<file path="config.mk">
export PLATFORM = sky130hd
export DESIGN_NAME = shutter_burst_seq_flat
export DESIGN_NICKNAME = d
export VERILOG_FILES = /design/src/rtl/shutter_burst_seq_if.sv /design/src/rtl/shutter_burst_seq.sv /design/src/flat_wrapper.sv
export SDC_FILE = /design/constraint.sdc
export NUM_CORES = 1
export LEC_CHECK = 0
export CAP_MARGIN = 0
export CORE_MARGIN = 2
export CORE_UTILIZATION = 51
export DETAILED_ROUTE_END_ITERATION = 7
export GPL_TIMING_DRIVEN = 0
export PLACE_DENSITY = 0.77
export SETUP_SLACK_MARGIN = 0.2
export SLEW_MARGIN = 10
export SYNTH_ARGS = -nofsm -noshare
export SYNTH_HDL_FRONTEND = slang
export SYNTH_SLANG_ARGS = --single-unit
</file>
<file path="constraint.sdc">
create_clock -name clk -period 4.4 [get_ports clk]
set_clock_uncertainty 0.15 [all_clocks]
set_input_delay 0.44 -clock clk [delete_from_list [all_inputs] [get_ports clk]]
set_output_delay 0.44 -clock clk [all_outputs]
set_load 0.05 [all_outputs]
</file>
<file path="src/rtl/shutter_burst_seq_if.sv">
// Bundle of the shutter burst sequencer's control, parameter and status signals.
// The master side (controller or bench) drives requests and parameters; the sequencer is the slave.
interface shutter_burst_seq_if;
    logic        start;
    logic        abort;
    logic [15:0] n_pulses;
    logic [15:0] n_bursts;
    logic [31:0] gap_cycles;
    logic        shutter_in;
    logic        div_en;
    logic        busy;
    logic        done;
    logic        edge_strb;
    logic [15:0] pulse_cnt;
    logic [15:0] burst_cnt;

    modport master (
        output start, abort, n_pulses, n_bursts, gap_cycles, shutter_in,
        input  div_en, busy, done, edge_strb, pulse_cnt, burst_cnt
    );

    modport slave (
        input  start, abort, n_pulses, n_bursts, gap_cycles, shutter_in,
        output div_en, busy, done, edge_strb, pulse_cnt, burst_cnt
    );
endinterface

</file>
<file path="src/rtl/shutter_burst_seq.sv">
// Shutter burst sequencer: enables the divider for n_pulses shutter edges per burst,
// repeats n_bursts times with an idle gap between bursts, then strobes done.
module shutter_burst_seq (
    input  logic                  clk,
    input  logic                  rst,
    shutter_burst_seq_if.slave    bus
);

    typedef enum logic [2:0] {
        IDLE  = 3'd0,
        RUN   = 3'd1,
        DRAIN = 3'd2,
        GAP   = 3'd3,
        DONE  = 3'd4
    } state_t;

    state_t      state_q;
    logic        shin_prev_q;
    logic        div_en_q;
    logic        busy_q;
    logic        done_q;
    logic        edge_strb_q;
    logic [15:0] pulse_cnt_q;
    logic [15:0] burst_cnt_q;
    logic [15:0] n_pulses_q;
    logic [15:0] n_bursts_q;
    logic [31:0] gap_lat_q;
    logic [31:0] gap_cnt_q;

    logic        rise_det;
    logic        gap_expired;
    logic [15:0] pulse_cnt_d;
    logic [15:0] burst_cnt_d;

    assign rise_det    = bus.shutter_in & ~shin_prev_q;
    assign pulse_cnt_d = pulse_cnt_q + 16'd1;
    assign burst_cnt_d = burst_cnt_q + 16'd1;
    // A zero gap still spends one cycle in GAP; 33-bit compare keeps the +1 from wrapping.
    assign gap_expired = ({1'b0, gap_cnt_q} + 33'd1) >= {1'b0, gap_lat_q};

    // Sequencer state, latched parameters, counters and all registered outputs.
    always_ff @(posedge clk or posedge rst) begin
        if (rst) begin
            state_q     <= IDLE;
            shin_prev_q <= 1'b0;
            div_en_q    <= 1'b0;
            busy_q      <= 1'b0;
            done_q      <= 1'b0;
            edge_strb_q <= 1'b0;
            pulse_cnt_q <= 16'd0;
            burst_cnt_q <= 16'd0;
            n_pulses_q  <= 16'd0;
            n_bursts_q  <= 16'd0;
            gap_lat_q   <= 32'd0;
            gap_cnt_q   <= 32'd0;
        end else begin
            shin_prev_q <= bus.shutter_in;
            edge_strb_q <= 1'b0;
            done_q      <= 1'b0;
            if (bus.abort) begin
                state_q  <= IDLE;
                div_en_q <= 1'b0;
                busy_q   <= 1'b0;
            end else begin
                case (state_q)
                    IDLE: begin
                        if (bus.start) begin
                            if ((bus.n_pulses != 16'd0) && (bus.n_bursts != 16'd0)) begin
                                n_pulses_q  <= bus.n_pulses;
                                n_bursts_q  <= bus.n_bursts;
                                gap_lat_q   <= bus.gap_cycles;
                                pulse_cnt_q <= 16'd0;
                                burst_cnt_q <= 16'd0;
                                state_q     <= RUN;
                                div_en_q    <= 1'b1;
                                busy_q      <= 1'b1;
                            end else begin
                                state_q <= DONE;
                                busy_q  <= 1'b1;
                                done_q  <= 1'b1;
                            end
                        end else begin
                            state_q <= IDLE;
                        end
                    end
                    RUN: begin
                        if (rise_det) begin
                            pulse_cnt_q <= pulse_cnt_d;
                            edge_strb_q <= 1'b1;
                            if (pulse_cnt_d == n_pulses_q) begin
                                div_en_q <= 1'b0;
                                state_q  <= DRAIN;
                            end else begin
                                state_q <= RUN;
                            end
                        end else begin
                            state_q <= RUN;
                        end
                    end
                    // Wait for the last shutter high phase to finish before closing the burst.
                    DRAIN: begin
                        if (!bus.shutter_in) begin
                            burst_cnt_q <= burst_cnt_d;
                            if (burst_cnt_d == n_bursts_q) begin
                                state_q <= DONE;
                                done_q  <= 1'b1;
                            end else begin
                                state_q     <= GAP;
                                gap_cnt_q   <= 32'd0;
                                pulse_cnt_q <= 16'd0;
                            end
                        end else begin
                            state_q <= DRAIN;
                        end
                    end
                    GAP: begin
                        if (gap_expired) begin
                            state_q  <= RUN;
                            div_en_q <= 1'b1;
                        end else begin
                            gap_cnt_q <= gap_cnt_q + 32'd1;
                        end
                    end
                    DONE: begin
                        state_q <= IDLE;
                        busy_q  <= 1'b0;
                    end
                    default: begin
                        state_q  <= IDLE;
                        div_en_q <= 1'b0;
                        busy_q   <= 1'b0;
                    end
                endcase
            end
        end
    end

    assign bus.div_en    = div_en_q;
    assign bus.busy      = busy_q;
    assign bus.done      = done_q;
    assign bus.edge_strb = edge_strb_q;
    assign bus.pulse_cnt = pulse_cnt_q;
    assign bus.burst_cnt = burst_cnt_q;

endmodule

</file>
<file path="src/flat_wrapper.sv">
// flat-port wrapper written by rule: the top's interface ports become plain ports
module shutter_burst_seq_flat 
  (clk, rst, bus_start, bus_abort, bus_n_pulses, bus_n_bursts, bus_gap_cycles, bus_shutter_in, bus_div_en, bus_busy, bus_done, bus_edge_strb, bus_pulse_cnt, bus_burst_cnt);
  shutter_burst_seq_if bus_i ();
  input  logic clk;
  input  logic rst;
  input wire logic [$bits(bus_i.start)-1:0] bus_start;
  input wire logic [$bits(bus_i.abort)-1:0] bus_abort;
  input wire logic [$bits(bus_i.n_pulses)-1:0] bus_n_pulses;
  input wire logic [$bits(bus_i.n_bursts)-1:0] bus_n_bursts;
  input wire logic [$bits(bus_i.gap_cycles)-1:0] bus_gap_cycles;
  input wire logic [$bits(bus_i.shutter_in)-1:0] bus_shutter_in;
  output wire logic [$bits(bus_i.div_en)-1:0] bus_div_en;
  output wire logic [$bits(bus_i.busy)-1:0] bus_busy;
  output wire logic [$bits(bus_i.done)-1:0] bus_done;
  output wire logic [$bits(bus_i.edge_strb)-1:0] bus_edge_strb;
  output wire logic [$bits(bus_i.pulse_cnt)-1:0] bus_pulse_cnt;
  output wire logic [$bits(bus_i.burst_cnt)-1:0] bus_burst_cnt;
  assign bus_i.start = bus_start;
  assign bus_i.abort = bus_abort;
  assign bus_i.n_pulses = bus_n_pulses;
  assign bus_i.n_bursts = bus_n_bursts;
  assign bus_i.gap_cycles = bus_gap_cycles;
  assign bus_i.shutter_in = bus_shutter_in;
  assign bus_div_en = bus_i.div_en;
  assign bus_busy = bus_i.busy;
  assign bus_done = bus_i.done;
  assign bus_edge_strb = bus_i.edge_strb;
  assign bus_pulse_cnt = bus_i.pulse_cnt;
  assign bus_burst_cnt = bus_i.burst_cnt;
  shutter_burst_seq u_core (.clk(clk), .rst(rst), .bus(bus_i));
endmodule
</file>
# After elaboration in Yosys (flattened, before gate mapping)
# Index checks and enable logic that the tools add are counted.
[op_classes]
n_div = 0
n_mux = 40
shifts = 0
n_bitwise = 3
reduce_logical = 15
n_addsub = 4
n_eq_ne = 19
n_mul = 0
magnitude_cmp = 1
[ops]
columns = ["cell", "count"]
rows = [
  ["$mux 16", 6],
  ["$mux 32", 3],
  ["$pmux 32 s2", 1],
  ["$pmux 16 s3", 1],
  ["$add 32x1->33 const B", 1],
  ["$ge 33x32->1", 1],
  ["$add 16x1->16 const B", 2],
  ["$add 32x1->32 const B", 1],
  ["$eq 16x16->1", 2],
  ["$pmux 16 s2", 1],
  ["$reduce_bool 16->1", 2],
  ["$mux 3", 6],
  ["$mux 1", 16],
  ["$ne 3x2->1 const B", 4],
  ["$pmux 3 s4", 1],
  ["$reduce_and 5->1", 2],
  ["$ne 2x1->1 const B", 4],
  ["$ne 2x2->1 const B", 4],
  ["$reduce_and 7->1", 1],
  ["$eq 3x2->1 const B", 2],
  ["$reduce_and 6->1", 1],
  ["$mux 2", 2],
  ["$pmux 1 s2", 2],
  ["$pmux 1 s4", 1],
  ["13 further kinds", 15],
]
[totals]
latch_bits = 0
mem_bits_ro = 0
output_inout_bits = 36
n_memories = 0
reg_bits = 136
mem_bits_rw = 0
inputBits = 69
wordCells = 94

# Logic depth before layout (Yosys ltp)
# Gate-level depths: netlist of the first run.
[depth]
depth_word = 6
mapped_depth = 17
ltp_nobuf = 14

# Worst setup path before layout of the first run
# No wires, ideal clock.
[synth_timing]
kind = "flip-flop to flip-flop"
startpoint = "register u_core.gap_cnt_q[0]"
endpoint = "register u_core.gap_cnt_q[29]"
path_buffers = 1
setup_ps = 124
required_time_ps = 4126
path_stages_with_launch = 15
slack_ps = 738
synth_period_minus_slack_ps = 3662
arrival_ps = 3388
path_cell_list = "dfrtp_1 ha_1 nand3_1 nor3_1 nand3_1 xnor2_1 ha_1 nand4_1 nor4_1 a221o_1 a211o_1 a211o_2 o21a_4 buf_6 a211o_1"
[synth_via]
elab_chain_len = 4
elab_cells_between_ends = 7
classes_between = "add/sub: 2; order compare: 1; eq/ne: 1; mux: 2; reduce/logical: 1"
[synth_lines]
columns = ["element", "line", "text"]
rows = [
  ["from (decl)", "shutter_burst_seq.sv:28", "logic [31:0] gap_cnt_q;"],
  ["from (signal assigned)", "shutter_burst_seq.sv:121", "gap_cnt_q <= gap_cnt_q + 32'd1;"],
  ["$add 32x1->33", "shutter_burst_seq.sv:39", "assign gap_expired = ({1'b0, gap_cnt_q} + 33'd1) >= {1'b0, gap_lat_q};"],
  ["$ge 33x32->1", "shutter_burst_seq.sv:39", ""],
  ["$ne 2x2->1 (no line)", "-", ""],
  ["$reduce_and 5->1 (no line)", "-", ""],
]
# Several ways; a longest one is shown, not always the timed one. The select of a mux whose other input is x is not followed.
# A chain may end at the register's enable or synchronous reset.

# Worst setup path after layout of the first run
[layout_timing]
startpoint = "register u_core.gap_cnt_q[6]"
endpoint = "register u_core.gap_cnt_q[28]"
# Same word-level chain as after synthesis.

==> results.tsv, run 1 <==
stage	metric	value	unit
job	Max Cap Viol	0	
sta	Rel. slew slack	47.3	%
logic_synthesis	Post-synth top flop	dfrtp_1	
clocking	Max H-tree Level	4	
logic_synthesis	cell area after synthesis	8220	um2
detailed_routing	antenna-violating nets left	0	
floorplan	Core Rows	46	
logic_synthesis	Commonest cells post-synth	dfrtp_1 (136), nand2_1 (87), o21ai_0 (66)	
global_routing	largest net degree at the start of global routing	39	
layout	NumNets Final	1110	
sta	worst-margin pin slew	791	ps
sta	worst setup margin	329	ps
sta	f_max	0.246	GHz
clocking	clock buffer depth	2	
sta	RSZ-0062 raised after global routing	no	
detailed_routing	number of DRC markers in iteration 0	533	
clocking	clk sink count	136	
layout	ANT cells	0	
floorplan	die area	17200	um2
global_routing	GRT Overall Usage	25.4	%
clocking	CTS tree	yes	
global_routing	first-pass GRT wire length	33900	um
setup_path	Worst R2R Start	u_core.gap_cnt_q[6]$_DFFE_PP0P_	
worst_hold_path	HP Class	in2async	
detailed_routing	DR pass1 iterations	5	
logic_synthesis	area leader, netlist	dfrtp_1	
setup_path	reg-to-reg endpoint	u_core.gap_cnt_q[28]$_DFFE_PP0P_	
placement	PortBufs	104	
clocking	clock latency on the worst-skew pair	420	ps
clocking	Clock Pin Slew Worst Setup and Hold Paths	60	ps
pwr	VDD IR-drop max	0.290	mV
layout	layout cell share with drive strength beyond 1	10.9	%
layout	synthesis-to-layout area growth	24.8	%
detailed_routing	Final Routed Wirelength	21100	um
pwr	total leakage power	4.37	nW
setup_path	Critical Setup Path Class	reg2reg	
setup_path	Critical Path Source Type	register	
setup_path	data arrival time of the worst path	4230	ps
logic_synthesis	most numerous cell in the Yosys netlist	dfrtp_1	
placement	dpl hpwl	15300	um
sta	min Tclk post-route	4070	ps
global_routing	vias in the first global route	6763	
logic_synthesis	#FFs+latches synth	136	
logic_synthesis	mean post-synth cell area	9.37	um2
detailed_routing	routed length per placed instance	17.1	um
logic_synthesis	Syn Inst Count	878	
sta	endpoints failing setup	0	
pwr	Power Density	345	nW/um2
setup_path	Worst EP required	4560	ps
placement	Area after DPL	9600	um2
layout	Post-Layout Inst Area	10300	um2
placement	DP Worst Slack	85.0	ps
detailed_routing	DRC Markers	0	
sta	Sum Neg Setup Slack	0	ps
sta	final hold vios	0	
setup_path	flop2flop setup slack	330	ps
detailed_routing	vias per cell	5.84	
floorplan	IO Pins	105	
floorplan	Starting Density	52.0	%
logic_synthesis	Yosys top cell area share	41.4	%
detailed_routing	Via Count	7202	
global_routing	initial antenna violation count	0	
setup_path	R2R depth	17	
logic_synthesis	syn_nets	982	
status	status	completed	
floorplan	die width	131	um
floorplan	die height	131	um
sta	Final Cycle Share	92.5	%
global_routing	global route overflow	0	
clocking	CTS buffer count	17	
logic_synthesis	Area contributors post-synth	dfrtp_1 (41%), ha_1 (5.3%), mux2_2 (4.7%)	
logic_synthesis	Post-synth EDFFs	0	
logic_synthesis	asr flop ratio synth	100	%
setup_path	Setup crit end kind	register	
floorplan	Core Region	15800	um2
placement	final RePlAce weighted congestion	0.881	
logic_synthesis	Syn. warnings	0	
logic_synthesis	sequential area share after synthesis	41.4	%
setup_path	CP Max Fanout	10	
clocking	clk root buf	clkbuf_16	
sta	Pins Over Slew Limit	0	
logic_synthesis	Yosys cell types	66	
worst max-delay path, stage by stage, from the launching register on:
cell and delay [ps]:
dfrtp_1 330, buf_2 170, and4_4 270, nand4_4 170
or3_1 390, buf_2 170, nor2_1 140, nand2_1 80
xnor2_1 200, ha_1 280, nand3_1 170, nor4_2 90
a41oi_1 260, o31ai_2 110, a211o_2 360, o21a_4 180
buf_6 150, a211o_1 290
metal layers:
metal | vias to the layer above | GRT usage, % | part of all wire [%]
li1 | 3459 | - | -
met1 | 3480 | 34.1 | 45
met2 | 227 | 41.8 | 48
met3 | 36 | 5.05 | 4.7
met4 | 0 | 7.76 | 1.9
met5 | - | 0 | 0
cells in the final DEF, fill, tap and decap left out, types with 7 or more instances in the layout:
cell type,netlist,final
dfrtp_1,136,136
clkdlybuf4s50_1,0,104
nand2_1,87,86
o21ai_0,66,66
nand3_1,47,45
nor2_1,43,43
inv_1,44,43
xnor2_1,40,40
clkbuf_1,35,37
a21oi_1,36,36
mux2_2,34,34
ha_1,35,34
nand4_1,24,24
xor2_1,23,23
nor3_1,21,18
and3_1,18,17
clkbuf_16,0,17
o31ai_1,16,16
a22o_1,16,16
nor4_1,17,15
a21o_1,13,13
a31oi_1,8,8
nor2b_1,8,8
buf_2,7,7
a41oi_1,7,7
worst max path at each step:
stage | from | to | slack (ps) | depth (start not counted)
after floorplan | u_core.gap_cnt_q[0]$_DFFE_PP0P_ | u_core.gap_cnt_q[29]$_DFFE_PP0P_ | 740 | 14
after global placement | u_core.gap_cnt_q[0]$_DFFE_PP0P_ | u_core.gap_cnt_q[28]$_DFFE_PP0P_ | 120 | 15
after detailed placement | u_core.gap_cnt_q[0]$_DFFE_PP0P_ | u_core.gap_cnt_q[28]$_DFFE_PP0P_ | 80 | 15
after CTS | u_core.gap_cnt_q[6]$_DFFE_PP0P_ | u_core.gap_cnt_q[28]$_DFFE_PP0P_ | 210 | 15
after global routing | u_core.gap_cnt_q[6]$_DFFE_PP0P_ | u_core.gap_cnt_q[28]$_DFFE_PP0P_ | 150 | 17
final | u_core.gap_cnt_q[6]$_DFFE_PP0P_ | u_core.gap_cnt_q[28]$_DFFE_PP0P_ | 330 | 17
cells by family after synthesis:
family | Yosys count | share of synthesized area [%]
AOI/OAI and AO/OA | 206 | 17.0
and+or+nand+nor | 304 | 19.3
adders and majority gates | 35 | 5.33
muxes | 40 | 5.39
DFF | 136 | 41.4
xor gates and xnor gates | 63 | 6.71
buffers and inverters | 94 | 4.91
registers in the layout, summed over array words and instances, names as in the netlist:
register,cells
u_core.shin_prev_q,1
u_core.gap_cnt_q,32
u_core.n_pulses_q,16
u_core.gap_lat_q,32
u_core.bus.pulse_cnt,16
u_core.bus.burst_cnt,16
u_core.bus.div_en,1
u_core.bus.busy,1
u_core.state_q,3
u_core.n_bursts_q,16
u_core.bus.edge_strb,1
u_core.bus.done,1
power breakdown:
part	leakage [nW]	switching [mW]	total (mW)	internal (mW)
Sequential	1.72	0.0933	1.48	1.39
Clock	0.276	0.533	1.39	0.855
Combinational	2.38	0.361	0.670	0.309
through the flow:
step	hold WS, ps	utilization, %	power [mW]	instances
after floorplan	321	-	1.93	878
after global routing	397	64.8	3.69	1234
after detailed placement	352	60.6	2.16	1201
after CTS	377	64.3	3.54	1232
final	353	64.8	3.54	1234
after global placement	340	60.3	2.13	1198
timing repair:
item                                    CTS  global route
setup buffers                             0             2
hold endpoints to repair                  0             0
gates resized for setup                   4            17
hold buffers                              0             0
pin swaps                                 0             2
endpoints found under the setup margin   33            34
area by class of cell:
cell class / instances / area [um2]
plain buffers: 49 / 236
clock buffers: 22 / 464
clock inverters: 9 / 100
fillers: 1329 / 5560
inverters: 45 / 173
multi-input cells: 648 / 4500
flip-flops and latches: 136 / 3400
well taps: 216 / 270
repair buffers: 109 / 1120
Power figures use the tool's default switching activity.
==> run 2, diff against run 1 <==
- CORE_MARGIN: 2 -> not set
- CTS_CLUSTER_DIAMETER: not set -> 120
- clock period: 4.4 -> 3.7 ns (I/O delays scaled with it)
==> run 2 against run 1 <==
Die area is 3.0% lower; maximum frequency is 3.3% higher; register-to-register slack worse by 570 ps; sequential power is 19% higher; the run now ends with negative setup slack left; critical endpoint is now u_core.gap_cnt_q[26]$_DFFE_PP0P_; largest power group unchanged; critical path depth is 2 lower; cell count is 1.8% higher; core utilization is 3.6 points higher; largest cell class unchanged; sequential share of layout area is 1.7 points lower; global-route usage is 2.9 points higher; sequential cell count stayed put.
==> results.tsv, run 2 (same netlist as run 1, synthesis figures left out) <==
stage	metric	value	unit
setup_path	Critical Setup Path Class	reg2reg	
floorplan	Core Region	15800	um2
detailed_routing	routed length per placed instance	18.3	um
floorplan	IO Pins	105	
setup_path	CP bufs+invs	1	
detailed_routing	Via Count	7484	
sta	f_max	0.254	GHz
pwr	VDD IR-drop max	0.366	mV
layout	fin util	68.4	%
floorplan	die width	129	um
setup_path	flop2flop setup slack	-240	ps
floorplan	die height	129	um
job	Max Cap Viol	0	
setup_path	Critical Path Source	u_core.gap_cnt_q[3]$_DFFE_PP0P_	
sta	Rel. slew slack	49.5	%
clocking	Clock Pin Slew Worst Setup and Hold Paths	60	ps
clocking	CTS tree	yes	
setup_path	Worst R2R Start	u_core.gap_cnt_q[3]$_DFFE_PP0P_	
clocking	clock buffer depth	2	
global_routing	global route overflow	0	
clocking	clock latency on the worst-skew pair	430	ps
pwr	Power Density	400	nW/um2
sta	Pins Over Slew Limit	0	
worst_hold_path	HP Class	in2async	
placement	placed insts	1202	
floorplan	Starting Density	52.0	%
layout	NumNets Final	1131	
setup_path	most frequent CP cell	a21o_1	
clocking	clk sink count	136	
status	violated checks	negative setup slack	
placement	final RePlAce weighted congestion	0.921	
sta	RSZ-0062 raised after global routing	yes	
setup_path	data arrival time of the worst path	4100	ps
setup_path	Critical Path Source Type	register	
global_routing	first-pass GRT wire length	36200	um
floorplan	Core Rows	46	
placement	DP Worst Slack	-409	ps
layout	ANT cells	0	
global_routing	largest net degree at the start of global routing	37	
detailed_routing	vias per cell	5.96	
setup_path	Max stage delay on crit path	420	ps
layout	most common cell after layout, fill and taps aside	dfrtp_1	
detailed_routing	antenna-violating nets left	0	
sta	final hold vios	0	
pwr	total leakage power	4.60	nW
layout	fin cells	1256	
layout	biggest regs	u_core.gap_cnt_q (32), u_core.gap_lat_q (32)	
clocking	clk root buf	clkbuf_16	
placement	Area after DPL	9670	um2
layout	Post-Layout Inst Area	10800	um2
layout	most frequent cells in the layout	dfrtp_1 (131), clkdlybuf4s50_1 (104), nand2_1 (85), o21ai_0 (66), inv_1 (43)	
sta	endpoints failing setup	34	
detailed_routing	number of DRC markers in iteration 0	667	
status	status	finished, violations left	
setup_path	Worst EP required	3860	ps
setup_path	CP Max Fanout	7	
placement	dpl hpwl	15500	um
setup_path	worst path cell trace	and3_4 -> nand3_4 -> nor3_4 -> nand2_2 -> nor2_2 -> xor2_1 -> ha_1 -> a21o_1 -> a21o_1 -> a21oi_2 -> a21oi_1 -> a211o_4 -> o21a_4 -> buf_6 -> a221o_1	
sta	Final Cycle Share	107	%
layout	layout cell share with drive strength beyond 1	17.0	%
detailed_routing	DR pass1 iterations	5	
detailed_routing	Final Routed Wirelength	23000	um
setup_path	Setup crit end kind	register	
layout	Fillers	1196	
setup_path	cell family with most CP delay	compound AO/OA/AOI/OAI gates	
floorplan	die area	16600	um2
detailed_routing	DRC Markers	0	
clocking	CTS buffer count	17	
global_routing	vias in the first global route	7371	
pwr	Final Power	4.33	mW
layout	synthesis-to-layout area growth	31.7	%
clocking	Max H-tree Level	4	
global_routing	initial antenna violation count	0	
global_routing	GRT Overall Usage	28.3	%
sta	worst setup margin	-242	ps
placement	PortBufs	104	
sta	Sum Neg Setup Slack	-6580	ps
sta	worst-margin pin slew	757	ps
sta	min Tclk post-route	3940	ps
sta	Fin Hold WS	144	ps
setup_path	CP max stage cell	dfrtp_1	
run 2: final timing paths:
check                                                    to  depth (start not counted)
max in group asynchronous  u_core.gap_lat_q[25]$_DFFE_PP0P_                          4
min in group clk           u_core.gap_lat_q[16]$_DFFE_PP0P_                          3
setup reg to reg           u_core.gap_cnt_q[26]$_DFFE_PP0P_                         15
hold reg to reg                 u_core.bus.busy$_DFFE_PP0P_                          1
setup / recovery           u_core.gap_cnt_q[26]$_DFFE_PP0P_                         15
hold / removal             u_core.n_bursts_q[7]$_DFFE_PP0P_                          2
run 2: metal layers:
metal	part of all wire [%]	global-route usage (%)	vias to the layer above
met5	0	0	-
met4	3.2	12.2	0
met3	5.7	6.11	62
met2	49	47.5	301
met1	42	35.3	3624
li1	-	-	3497
run 2: layout make-up:
class	instances	area (um2)	area share (%)
Buffer	49	278	2.56
Clock buffer	17	425	3.93
Clock inverter	15	179	1.65
Inverter	45	173	1.59
Multi-Input combinational cell	648	4790	44.2
Sequential cell	136	3410	31.5
Tap cell	216	270	2.49
Timing Repair Buffer	130	1310	12.1
run 2: worst register-to-register path: stages (launching register included):
cell,delay [ps]
dfrtp_1,420
and3_4,250
nand3_4,160
nor3_4,270
nand2_2,180
nor2_2,160
xor2_1,220
ha_1,300
a21o_1,190
a21o_1,190
a21oi_2,220
a21oi_1,150
a211o_4,370
o21a_4,180
buf_6,130
a221o_1,290
run 2: report_power, final:
group | leakage, nW | internal [mW] | total [mW] | switching [mW]
sequential | 1.71 | 1.65 | 1.76 | 0.109
clock | 0.285 | 1.06 | 1.75 | 0.692
combinational | 2.61 | 0.377 | 0.822 | 0.445
total | 4.60 | 3.08 | 4.33 | 1.25
run 2: what timing repair did:
item,in CTS,in global routing
hold buffers,0,0
buffers inserted,17,4
cloned,1,0
endpoints found under the setup margin,34,50
hold endpoints to repair,0,0
pin swaps,25,8
resized for setup,58,20
